--- config.mk ---
export PLATFORM = sky130hd
export DESIGN_NAME = asg_lin_flat
export DESIGN_NICKNAME = d
export VERILOG_FILES = /design/src/rtl/asg_lin_pkg.sv /design/src/rtl/axi4_stream_if.sv /design/src/rtl/asg_lin_sat.sv /design/src/rtl/asg_lin.sv /design/src/flat_wrapper.sv
export SDC_FILE = /design/constraint.sdc
export NUM_CORES = 1
export LEC_CHECK = 0
export BUFFER_PORTS_ARGS = -buffer_cell sky130_fd_sc_hd__buf_2
export CORE_ASPECT_RATIO = 2
export CORE_MARGIN = 8
export CORE_UTILIZATION = 26
export DETAILED_ROUTE_END_ITERATION = 16
export PLACE_DENSITY_LB_ADDON = 0.25
export SLEW_MARGIN = 10
export SYNTH_ARGS = -nofsm -noshare
export SYNTH_HDL_FRONTEND = slang
export SYNTH_SLANG_ARGS = --single-unit
export TNS_END_PERCENT = 100
--- constraint.sdc ---
create_clock -name clk -period 7 [get_ports clk]
set_input_delay 1.05 -clock clk [delete_from_list [all_inputs] [get_ports clk]]
set_output_delay 1.05 -clock clk [all_outputs]
set_load 0.02 [all_outputs]
--- src/rtl/asg_lin_pkg.sv ---
// asg_lin shared constants and the saturate helper.
// ASG_LIN_DITHER_EN selects the dithered rounding path in asg_lin.
package asg_lin_pkg;

   // Fraction bits of the gain are DWM - MUL_GUARD (1.0 = 2**(DWM-2)).
   localparam int MUL_GUARD = 2;

   typedef logic [15:0] lfsr_t;

   localparam lfsr_t LFSR_SEED = 16'hACE1;
   localparam lfsr_t LFSR_TAPS = 16'hB400;

   function automatic logic signed [31:0] sat(
      input logic signed [31:0] v,
      input int unsigned        w
   );
      logic signed [31:0] mx;
      logic signed [31:0] mn;
      mx = (32'sd1 <<< (w - 1)) - 32'sd1;
      mn = -(32'sd1 <<< (w - 1));
      if (v > mx) return mx;
      if (v < mn) return mn;
      return v;
   endfunction

endpackage

--- src/rtl/axi4_stream_if.sv ---
// AXI4-stream bundle: s drives the beat, d accepts it.
// DN lanes of type DT; single-lane use is the common case.
interface axi4_stream_if #(
   parameter int  DN = 1,
   parameter type DT = logic [7:0]
) (
   input logic ACLK,
   input logic ARESETn
);

   logic          TVALID;
   logic          TREADY;
   logic          TLAST;
   logic [DN-1:0] TKEEP;
   DT             TDATA;

   modport s (
      input  ACLK, ARESETn, TREADY,
      output TVALID, TLAST, TKEEP, TDATA
   );

   modport d (
      input  ACLK, ARESETn, TVALID, TLAST, TKEEP, TDATA,
      output TREADY
   );

endinterface

--- src/rtl/asg_lin_sat.sv ---
// Signed add with one guard bit, then clamp to DWO bits.
// sat_o flags that the clamp changed the value.
module asg_lin_sat
   import asg_lin_pkg::*;
#(
   parameter int DWA = 16,
   parameter int DWB = 14,
   parameter int DWO = 14
) (
   input  logic signed [DWA-1:0] a_i,
   input  logic signed [DWB-1:0] b_i,
   output logic signed [DWO-1:0] y_o,
   output logic                  sat_o
);

   localparam int SW = DWA + 1;

   logic signed [SW-1:0] sum;
   logic signed [31:0]   cl;

   assign sum   = SW'(a_i) + SW'(b_i);
   assign cl    = sat(32'(sum), DWO);
   assign y_o   = DWO'(cl);
   assign sat_o = (cl != 32'(sum));

endmodule

--- src/rtl/asg_lin.sv ---
// Gain, offset and saturation stage feeding the DAC mux.
// Define ASG_LIN_DITHER_EN to replace truncation by LFSR dithered rounding.
module asg_lin
   import asg_lin_pkg::*;
#(
   parameter int DWI = 14,
   parameter int DWO = 14,
   parameter int DWM = 16,
   parameter int DWS = 16
) (
   input  logic                  clk,
   input  logic                  rstn,
   axi4_stream_if.d              sti,
   axi4_stream_if.s              sto,
   input  logic                  ctl_rst,
   input  logic signed [DWM-1:0] cfg_mul,
   input  logic signed [DWO-1:0] cfg_sum,
   output logic        [DWS-1:0] sts_sat,
   output logic                  sts_ovf
);

   localparam int MW   = DWI + DWM;
   localparam int FRAC = DWM - MUL_GUARD;
   localparam int SW   = MW - FRAC;

   logic                  ena;
   logic signed [DWI-1:0] din;
   logic signed [MW-1:0]  mul;
   logic signed [MW-1:0]  mul_d;
   logic signed [MW-1:0]  mul_q;
   logic                  v1_d;
   logic                  v1_q;
   logic                  l1_q;
   logic signed [SW-1:0]  shf;
   logic signed [DWO-1:0] y;
   logic                  sat_f;
   logic                  vo_q;
   logic                  lo_q;
   logic                  ko_q;
   logic signed [DWO-1:0] dat_q;
   logic [DWS-1:0]        cnt_d;
   logic [DWS-1:0]        cnt_q;
   logic                  ovf_d;
   logic                  ovf_q;

   assign ena        = sto.TREADY | ~vo_q;
   assign sti.TREADY = ena;
   assign din        = sti.TDATA;
   assign mul        = MW'(din) * MW'(cfg_mul);
   assign v1_d       = sti.TVALID & (|sti.TKEEP);

`ifdef ASG_LIN_DITHER_EN
   lfsr_t lfsr_d;
   lfsr_t lfsr_q;

   assign lfsr_d = (lfsr_q >> 1) ^ (lfsr_q[0] ? LFSR_TAPS : 16'h0);
   assign mul_d  = mul + MW'(lfsr_q[FRAC-1:0]);

   always_ff @(posedge clk or negedge rstn) begin
      if (!rstn)              lfsr_q <= LFSR_SEED;
      else if (ctl_rst)       lfsr_q <= LFSR_SEED;
      else if (ena && v1_d)   lfsr_q <= lfsr_d;
   end
`else
   assign mul_d = mul;
`endif

   always_ff @(posedge clk or negedge rstn) begin
      if (!rstn) begin
         v1_q  <= 1'b0;
         l1_q  <= 1'b0;
         mul_q <= '0;
      end else if (ctl_rst) begin
         v1_q  <= 1'b0;
         l1_q  <= 1'b0;
      end else if (ena) begin
         v1_q  <= v1_d;
         l1_q  <= sti.TLAST & v1_d;
         mul_q <= mul_d;
      end
   end

   // Arithmetic shift floors; the upper product bits are pure sign copies.
   assign shf = SW'(mul_q >>> FRAC);

   asg_lin_sat #(
      .DWA (SW),
      .DWB (DWO),
      .DWO (DWO)
   ) u_sat (
      .a_i   (shf),
      .b_i   (cfg_sum),
      .y_o   (y),
      .sat_o (sat_f)
   );

   always_ff @(posedge clk or negedge rstn) begin
      if (!rstn) begin
         vo_q  <= 1'b0;
         lo_q  <= 1'b0;
         ko_q  <= 1'b0;
         dat_q <= '0;
      end else if (ctl_rst) begin
         vo_q  <= 1'b0;
         lo_q  <= 1'b0;
         ko_q  <= 1'b0;
      end else if (ena) begin
         vo_q  <= v1_q;
         lo_q  <= l1_q;
         ko_q  <= v1_q;
         dat_q <= y;
      end
   end

   always_comb begin
      cnt_d = cnt_q;
      ovf_d = ovf_q;
      if (ena && v1_q && sat_f && !(&cnt_q)) begin
         cnt_d = cnt_q + 1'b1;
         ovf_d = ovf_q | (&cnt_d);
      end
   end

   always_ff @(posedge clk or negedge rstn) begin
      if (!rstn) begin
         cnt_q <= '0;
         ovf_q <= 1'b0;
      end else if (ctl_rst) begin
         cnt_q <= '0;
         ovf_q <= 1'b0;
      end else begin
         cnt_q <= cnt_d;
         ovf_q <= ovf_d;
      end
   end

   assign sto.TVALID = vo_q;
   assign sto.TLAST  = lo_q;
   assign sto.TKEEP  = ko_q ? '1 : '0;
   assign sto.TDATA  = dat_q;
   assign sts_sat    = cnt_q;
   assign sts_ovf    = ovf_q;

endmodule

--- src/flat_wrapper.sv ---
// flat-port wrapper written by rule: the top's interface ports become plain ports
module asg_lin_flat import asg_lin_pkg::*;
#(
   parameter int DWI = 14,
   parameter int DWO = 14,
   parameter int DWM = 16,
   parameter int DWS = 16
)
  (clk, rstn, ctl_rst, cfg_mul, cfg_sum, sts_sat, sts_ovf, ACLK, ARESETn, sti_TVALID, sti_TLAST, sti_TKEEP, sti_TDATA, sti_TREADY, sto_TREADY, sto_TVALID, sto_TLAST, sto_TKEEP, sto_TDATA);
  axi4_stream_if #(.DN(1), .DT(logic signed [13:0])) sti_i (.ACLK(ACLK), .ARESETn(ARESETn));
  axi4_stream_if #(.DN(1), .DT(logic signed [13:0])) sto_i (.ACLK(ACLK), .ARESETn(ARESETn));
  input  logic clk;
  input  logic rstn;
  input  logic ctl_rst;
  input  logic signed [DWM-1:0] cfg_mul;
  input  logic signed [DWO-1:0] cfg_sum;
  output logic        [DWS-1:0] sts_sat;
  output logic sts_ovf;
  input wire logic ACLK;
  input wire logic ARESETn;
  input wire logic [$bits(sti_i.TVALID)-1:0] sti_TVALID;
  input wire logic [$bits(sti_i.TLAST)-1:0] sti_TLAST;
  input wire logic [$bits(sti_i.TKEEP)-1:0] sti_TKEEP;
  input wire logic [$bits(sti_i.TDATA)-1:0] sti_TDATA;
  output wire logic [$bits(sti_i.TREADY)-1:0] sti_TREADY;
  input wire logic [$bits(sto_i.TREADY)-1:0] sto_TREADY;
  output wire logic [$bits(sto_i.TVALID)-1:0] sto_TVALID;
  output wire logic [$bits(sto_i.TLAST)-1:0] sto_TLAST;
  output wire logic [$bits(sto_i.TKEEP)-1:0] sto_TKEEP;
  output wire logic [$bits(sto_i.TDATA)-1:0] sto_TDATA;
  assign sti_i.TVALID = sti_TVALID;
  assign sti_i.TLAST = sti_TLAST;
  assign sti_i.TKEEP = sti_TKEEP;
  assign sti_i.TDATA = sti_TDATA;
  assign sti_TREADY = sti_i.TREADY;
  assign sto_i.TREADY = sto_TREADY;
  assign sto_TVALID = sto_i.TVALID;
  assign sto_TLAST = sto_i.TLAST;
  assign sto_TKEEP = sto_i.TKEEP;
  assign sto_TDATA = sto_i.TDATA;
  asg_lin #(.DWI(DWI), .DWO(DWO), .DWM(DWM), .DWS(DWS)) u_core (.clk(clk), .rstn(rstn), .sti(sti_i), .sto(sto_i), .ctl_rst(ctl_rst), .cfg_mul(cfg_mul), .cfg_sum(cfg_sum), .sts_sat(sts_sat), .sts_ovf(sts_ovf));
endmodule
==> key figures, run 1 <==
Finish
  – FILL cells: 4686
  – Commonest non-fill, non-tap cell in the layout: inv_1
  – Nets: 1708
  – Area grow syn2layout: 11.4%
  – Share of cells above drive strength 1: 10.7%
  – Antenna diodes: 0
  – Most frequent cells in the layout: inv_1, fa_1, nand2_1, and2_1, ha_1

Route
  – Via density: 4.61
  – Vias: 8777
  – DRC violations left: 0
  – Initial drt markers: 384
  – Detail Route Antenna Nets: 0
  – Wire length per cell: 17.2 µm
  – Pre-Repair DR Iteration Count: 4
  – Drt total wl: 32800 µm

Timing
  – Final worst path period need: 6650 ps
  – Unrepaired setup endpoints after global routing: false
  – Clock skew: 8.19 ps
  – Final hold violation count: 0
  – Slew Limit Fails: 0
  – Fin crit share: 95.0%
  – Actual slew at the worst max-slew pin: 1040 ps
  – Fmax: 150 MHz
  – Setup Viol. Count Final: 0
  – Slew HR: 29.9%
  – TNS Setup: 0 ps

Clocking
  – CTS tree: built
  – CTS Buf Count: 5
  – Reg clk slew, reported paths: 70 ps
  – Hold buffers post-CTS: 0
  – Clk Latency, worst-skew pair: 290 ps
  – CTS Buffer Depth: 2
  – Post-CTS Resized: 0
  – H-tree levels: 2
  – Clock sink count: 51
  – Setup bufs post-CTS: 0
  – CTS Root Cell: clkbuf_16

Worst hold path
  – Worst Hold Class: reg2reg
  – Hold path startpoint: u_core.mul_q[24]

Worst setup path
  – CP max FO: 16
  – Crit path from: sti_TDATA[9]
  – CP peak stage delay: 640 ps
  – Crit path max-delay family: adder cells
  – CP required: 7160 ps
  – Worst path slowest cell: fa_1
  – CP Class: in2reg
  – Worst-path cell chain: buf_2 > nand2_1 > fa_1 > inv_1 > fa_1 > fa_1 > fa_1 > fa_1 > inv_1 > fa_1 > inv_1 > ha_1 > a21o_1 > a21oi_1 > o21ai_0 > a22o_1 > a211oi_1 > o31ai_1 > a21oi_1 > xor2_1 > o21ai_0
  – Crit path launch type: primary input
  – Most common cell on crit path: fa_1
  – Crit path arrival time: 6810 ps
  – CP endpoint kind: register
  – Bufs and invs on worst path: 4
  – Reg2reg start: u_core.mul_q[14]

Global routing
  – Largest net degree at the start of global routing: 52
  – Number of global-route vias before repair: 10000
  – First-pass GRT wire length: 52800 µm
  – Grt total ovfl: 0
  – Initial antenna violation count: 0
  – Gr usage total: 13.2%

Yosys
  – Synth top area cells: fa_1, dfrtp_1, ha_1
  – Ys async rst share: 100%
  – Sequential share of the synthesized area: 11.1%
  – Mapped Area: 11500 µm²
  – Synth Register Bits: 51
  – Gate Count Post-Synth: 1275
  – Synth warnings: 0
  – Post-synth EDFFs: 0
  – Main synth FF type: dfrtp_1
  – Mapped Avg Cell Area: 9.04 µm²
  – Synth cell types: 69
  – Synth top area share: 38.0%
  – Net Count, Synth: 1634
  – Top cell type by total area after synthesis: fa_1

Status
  – Status: finished, final reports clean

Die
  – Top Ports: 88
  – DIE HEIGHT: 314 µm
  – Die extent in x: 165 µm
  – Rows: 109
  – Starting Density: 26.2%
  – Total die area: 51700 µm²
  – Core Area: 44100 µm²

Run
  – Max-Cap Viols: 0

Placed design
  – Routability congestion estimate: 0.838
  – Count of input and output buffers: 85
  – Post-DP HPWL: 28200 µm
## synth_stat cells (all sizes together), types with 4 or more instances
master and instances:
a21oi 28, a31oi 4, and2 120, nand3 18
or2 6, clkbuf 42, buf 4, o21ai 37
nor3 8, nand2 146, or3 4, ha 87
fa 219, dfrtp 51, xnor2 28, o22ai 9
nor2 50, nor2b 22, nor3b 4, a21o 10
o22a 13, inv 261, nand2b 10, nand4 9
xor2 12, o211ai 9, mux2 14, and3 9
## final timing paths
| check | cells after the start | end | slack [ps] |
|---|---|---|---|
| max | 21 | u_core.mul_q[28] | 350 |
| min | 2 | u_core.mul_q[24] | 480 |
| max reg2reg | 17 | u_core.sts_sat[0] | 2090 |
| min reg2reg | 2 | u_core.mul_q[24] | 480 |
| max in group asynchronous | 2 | u_core.sto.TDATA[9] | 5640 |
| min in group asynchronous | 2 | u_core.sts_sat[10] | 880 |
## cells by family (layout without fill, tap and decap cells)
logic type	after synthesis	in the layout	share of synthesized area, %
adders and majority gates	306	306	47.5
buffers and inverters	307	382	10.1
xor gates and xnor gates	40	40	3.11
and+or+nand+nor	413	413	18.3
DFF	51	51	11.1
muxes	14	14	1.37
AOI/OAI and AO/OA	144	144	8.57
## routing by layer
metal  part of all wire [%]  vias up  GRT usage [%]  wire length [µm]
met3                    1.5       65          0.694               482
li1                       -     4082              -                 -
met2                     61      129           28.3             20100
met5                      0        -              0                 0
met1                     32     4501           11.9             10500
met4                    5.4        0           5.94              1770
## flip-flops by register name, summed over array words and instances, names as in the netlist
name              count
u_core.ko_q           1
u_core.l1_q           1
u_core.mul_q         16
u_core.sto.TDATA     14
u_core.sto.TLAST      1
u_core.sts_ovf        1
u_core.sts_sat       16
u_core.v1_q           1
## per-stage QoR
| stage | cells | setup WS (ps) | utilization, % | hold slack [ps] | instance area [µm²] |
|---|---|---|---|---|---|
| floorplan | 1275 | 552 | - | 443 | 11500 |
| global placement | 1897 | 72.1 | 28.8 | 472 | 12700 |
| detailed placement | 1897 | 58.6 | 28.8 | 476 | 12700 |
| global route | 1905 | 13.7 | 29.1 | 524 | 12800 |
| CTS | 1905 | 348 | 29.1 | 492 | 12800 |
| finish | 1905 | 350 | 29.1 | 485 | 12800 |
## cell type report
class | count | area [µm²] | area share, %
multi-input combinational | 917 | 9080 | 70.7
timing repair buffer | 113 | 648 | 5.05
clock buffer | 8 | 156 | 1.22
sequential | 51 | 1280 | 9.94
tap | 555 | 694 | 5.41
inverter | 261 | 980 | 7.63
## tightest hold or removal path: cells and delay by family, from the launching register on
| kind | cells | cell delay, ps |
|---|---|---|
| DFF | 1 | 340 |
| and+or+nand+nor | 1 | 40 |
| AOI/OAI and AO/OA | 1 | 60 |
Power of run 1 is not shown: default switching activity piles up to over one toggle a cycle in this logic, so the estimate is an artifact.
==> run 2: changes to the inputs <==
- REMOVE_ABC_BUFFERS: default -> 1
==> key figures, run 2 (synthesis results as in run 1) <==
Route
  – Met2 wire len: 18500 µm
  – Initial drt markers: 338
  – Max layer used: met4
  – Wire length on met3: 570 µm
  – Detail Route Antenna Nets: 0
  – Via density: 4.60
  – Pre-Repair DR Iteration Count: 4
  – DRC violations left: 0
  – Routed length on met1: 10900 µm
  – Drt total wl: 31400 µm
  – Vias: 8771
  – Wire length per cell: 16.5 µm

Timing
  – Actual slew at the worst max-slew pin: 1110 ps
  – Fin crit share: 95.2%
  – Final worst path period need: 6670 ps
  – Slew Limit Fails: 0
  – Fmax: 150 MHz
  – Final worst setup slack: 334 ps
  – Clock skew: 4.30 ps
  – Setup Viol. Count Final: 0
  – Slew HR: 25.2%
  – TNS Setup: 0 ps
  – Final hold violation count: 0
  – Unrepaired setup endpoints after global routing: false

Finish
  – Share of cells above drive strength 1: 10.9%
  – Fin cells: 1906
  – Most frequent cells in the layout: inv_1, fa_1, nand2_1, and2_1, ha_1
  – Area of the multi-input gates: 9080 µm²
  – Area grow syn2layout: 11.3%
  – Nets: 1709
  – Final Util: 29.1%
  – FILL cells: 4723
  – Antenna diodes: 0
  – Register area: 1280 µm²
  – Commonest non-fill, non-tap cell in the layout: inv_1

Placed design
  – Routability congestion estimate: 0.819
  – Count of input and output buffers: 85
  – Place WS: -137 ps
  – Placed Cells incl. Taps: 1898
  – Post-DP HPWL: 27000 µm

Die
  – Starting Density: 26.2%
  – DIE HEIGHT: 314 µm
  – Core Area: 44100 µm²
  – Total die area: 51700 µm²
  – Top Ports: 88
  – Rows: 109
  – Die extent in x: 165 µm

Global routing
  – Largest net degree at the start of global routing: 52
  – First-pass GRT wire length: 51900 µm
  – Gr usage total: 12.9%
  – Grt total ovfl: 0
  – Initial antenna violation count: 0
  – Number of global-route vias before repair: 9952

Clocking
  – Clk Latency, worst-skew pair: 290 ps
  – Reg clk slew, reported paths: 70 ps
  – Clock sink count: 51
  – CTS Buffer Depth: 2
  – H-tree levels: 2
  – CTS tree: built
  – CTS Root Cell: clkbuf_16
  – CTS Buf Count: 5

Worst setup path
  – Crit path arrival time: 6830 ps
  – Crit path launch type: primary input
  – CP max FO: 3
  – CP required: 7170 ps
  – CP endpoint kind: register
  – CP Class: in2reg

Run
  – Max-Cap Viols: 0

Worst hold path
  – Worst Hold Class: reg2reg

Status
  – Status: finished, final reports clean
[run 2: critical path, cell delays in order]
cell	delay, ps
buf_2	120
and2_1	170
fa_1	570
inv_1	70
fa_1	470
inv_1	50
fa_1	500
inv_1	50
fa_1	530
inv_1	50
fa_1	480
inv_1	50
fa_1	470
inv_1	40
ha_1	310
nand2_1	90
a21oi_1	40
a22oi_1	300
buf_4	210
o211ai_1	200
a211oi_2	290
o31ai_1	130
a21oi_1	290
xor2_1	190
o21ai_0	90
[run 2: timing repair]
item                       4_1_cts  5_1_grt
setup endpoints to repair        0        3
hold buffers                     0        0
resized for setup                0        1
setup buffers                    0        0
[run 2: per-stage QoR]
step	cell area [µm²]	hold WS (ps)
after floorplan	11300	443
after global routing	12800	522
after detailed placement	12700	485
after global placement	12700	475
final	12800	495
after CTS	12800	503
[run 2: layer usage]
layer  global-route usage (%)  vias to the layer above
met3                    0.773                       59
met4                     5.66                        0
li1                         -                     4085
met1                     12.8                     4491
met5                        0                        -
met2                     26.0                      136
[run 2: final timing paths]
| kind | startpoint | endpoint | slack (ps) | cells after the start |
|---|---|---|---|---|
| max reg2reg | u_core.mul_q[14] | u_core.sts_sat[0] | 2100 | 17 |
| max | sti_TDATA[2] | u_core.mul_q[28] | 330 | 25 |
| min | u_core.mul_q[25] | u_core.mul_q[25] | 500 | 2 |
| min reg2reg | u_core.mul_q[25] | u_core.mul_q[25] | 500 | 2 |
| max in group asynchronous | rstn | u_core.mul_q[25] | 5650 | 2 |
| min in group asynchronous | rstn | u_core.sts_sat[0] | 870 | 2 |
[run 2: layout make-up]
| type | instances | area share, % |
|---|---|---|
| multi-input cells | 917 | 70.9 |
| flip-flops and latches | 51 | 9.95 |
| inverters | 261 | 7.64 |
| clock inverters | 3 | 0.146 |
| clock buffers | 5 | 0.976 |
| well taps | 555 | 5.42 |
| repair buffers | 114 | 5.02 |
Power of run 2 is left out for the same reason.
==> run 3: changes to the inputs <==
- PLACE_DENSITY_LB_ADDON: 0.25 -> 0.2
==> key figures, run 3 (synthesis results as in run 1) <==
Status
  – Status: finished, final reports clean

Die
  – DIE HEIGHT: 314 µm
  – Core Area: 44100 µm²
  – Rows: 109
  – Starting Density: 26.2%
  – Total die area: 51700 µm²
  – Top Ports: 88
  – Die extent in x: 165 µm

Route
  – Via density: 4.58
  – Initial drt markers: 241
  – DRC violations left: 0
  – Vias: 8729
  – Wire length per cell: 17.2 µm
  – Drt total wl: 32700 µm
  – Detail Route Antenna Nets: 0
  – Pre-Repair DR Iteration Count: 4

Finish
  – Nets: 1707
  – Area grow syn2layout: 11.4%
  – Antenna diodes: 0
  – Commonest non-fill, non-tap cell in the layout: inv_1
  – FILL cells: 4686
  – Most frequent cells in the layout: inv_1, fa_1, nand2_1, and2_1, ha_1
  – Share of cells above drive strength 1: 10.8%

Worst setup path
  – CP Class: in2reg
  – CP endpoint kind: register
  – R2r endpoint: u_core.sts_sat[9]
  – CP required: 7180 ps
  – Worst Reg2Reg Path Length in Cells: 17
  – Crit path arrival time: 6680 ps
  – CP max FO: 13
  – Crit path launch type: primary input
  – R2R Setup Slk: 2140 ps
  – Reg2reg start: u_core.mul_q[14]

Timing
  – Final hold violation count: 0
  – Actual slew at the worst max-slew pin: 1080 ps
  – Setup Viol. Count Final: 0
  – Slew HR: 27.8%
  – Fin crit share: 92.8%
  – Clock skew: 10.8 ps
  – Final worst setup slack: 507 ps
  – Slew Limit Fails: 0
  – Fmax: 154 MHz
  – Final worst path period need: 6490 ps
  – Unrepaired setup endpoints after global routing: false

Placed design
  – Count of input and output buffers: 85
  – Place WS: -62.6 ps
  – Routability congestion estimate: 0.794
  – Post-DP HPWL: 28000 µm

Global routing
  – Gr usage total: 13.3%
  – Initial antenna violation count: 0
  – Number of global-route vias before repair: 9816
  – First-pass GRT wire length: 53000 µm
  – Largest net degree at the start of global routing: 52
  – Grt total ovfl: 0

Clocking
  – Clk Latency, worst-skew pair: 300 ps
  – CTS Root Cell: clkbuf_16
  – Reg clk slew, reported paths: 70 ps
  – CTS Buf Count: 5
  – Hold buffers post-CTS: 0
  – CTS Buffer Depth: 2
  – CTS tree: built
  – Clock sink count: 51
  – H-tree levels: 2

Run
  – Max-Cap Viols: 0

Worst hold path
  – WHS Endpoint: u_core.mul_q[25]
  – Worst Hold Class: reg2reg
  – Worst Hold Depth: 2
  – Hold path startpoint: u_core.mul_q[25]
## run 3: critical path: stages
cell and delay (ps):
buf_2 130, buf_12 150, and2_1 170, fa_1 530
inv_1 50, fa_1 530, inv_1 80, fa_1 570
fa_1 450, fa_1 480, inv_1 40, fa_1 470
inv_1 40, ha_1 300, nand3_1 70, or2_2 290
o211ai_1 250, a21oi_1 130, o21bai_1 260, a31oi_1 190
nand2b_1 180, o311ai_0 260
## run 3: per-layer routing
layer	wire, µm	vias to the layer above	GRT usage, %
li1	-	4076	-
met1	11200	4517	13.2
met2	20100	108	28.1
met3	581	28	0.616
met4	847	0	3.39
met5	0	-	0
## run 3: area by class of cell
class                   count  area (µm²)  area share, %
inverters                 261         980           7.63
clock buffers               7         153           1.19
clock inverters             1        7.51         0.0585
repair buffers            112         641           4.99
well taps                 555         694           5.41
flip-flops and latches     51        1280           9.94
multi-input cells         917        9090           70.8
## run 3: timing repair
| item | CTS | global route |
|---|---|---|
| endpoints found under the setup margin | 0 | 1 |
| gates resized for setup | 0 | 2 |
| buffers inserted | 0 | 0 |
## run 3: metrics by stage
step / area [µm²] / utilization, % / TNS (ps) / hold WS, ps / std cells
floorplan: 11300 / - / 0 / 443 / 1229
global placement: 12700 / 28.8 / -98.1 / 472 / 1896
detailed placement: 12700 / 28.8 / -91.0 / 475 / 1896
CTS: 12800 / 29.1 / 0 / 492 / 1904
global route: 12800 / 29.1 / 0 / 515 / 1904
finish: 12800 / 29.1 / 0 / 487 / 1904
## run 3: worst max path at each step
| stage | slack, ps | to | startpoint | depth (start not counted) |
|---|---|---|---|---|
| detailed placement | -60 | u_core.mul_q[28] | cfg_mul[7] | 24 |
| finish | 510 | u_core.mul_q[20] | cfg_mul[5] | 22 |
| global route | 90 | u_core.mul_q[28] | sti_TDATA[2] | 23 |
| global placement | -70 | u_core.mul_q[28] | cfg_mul[7] | 24 |
| CTS | 220 | u_core.mul_q[28] | cfg_mul[7] | 24 |
| floorplan | 750 | u_core.mul_q[28] | sti_TDATA[0] | 20 |
Power of run 3 is left out for the same reason.
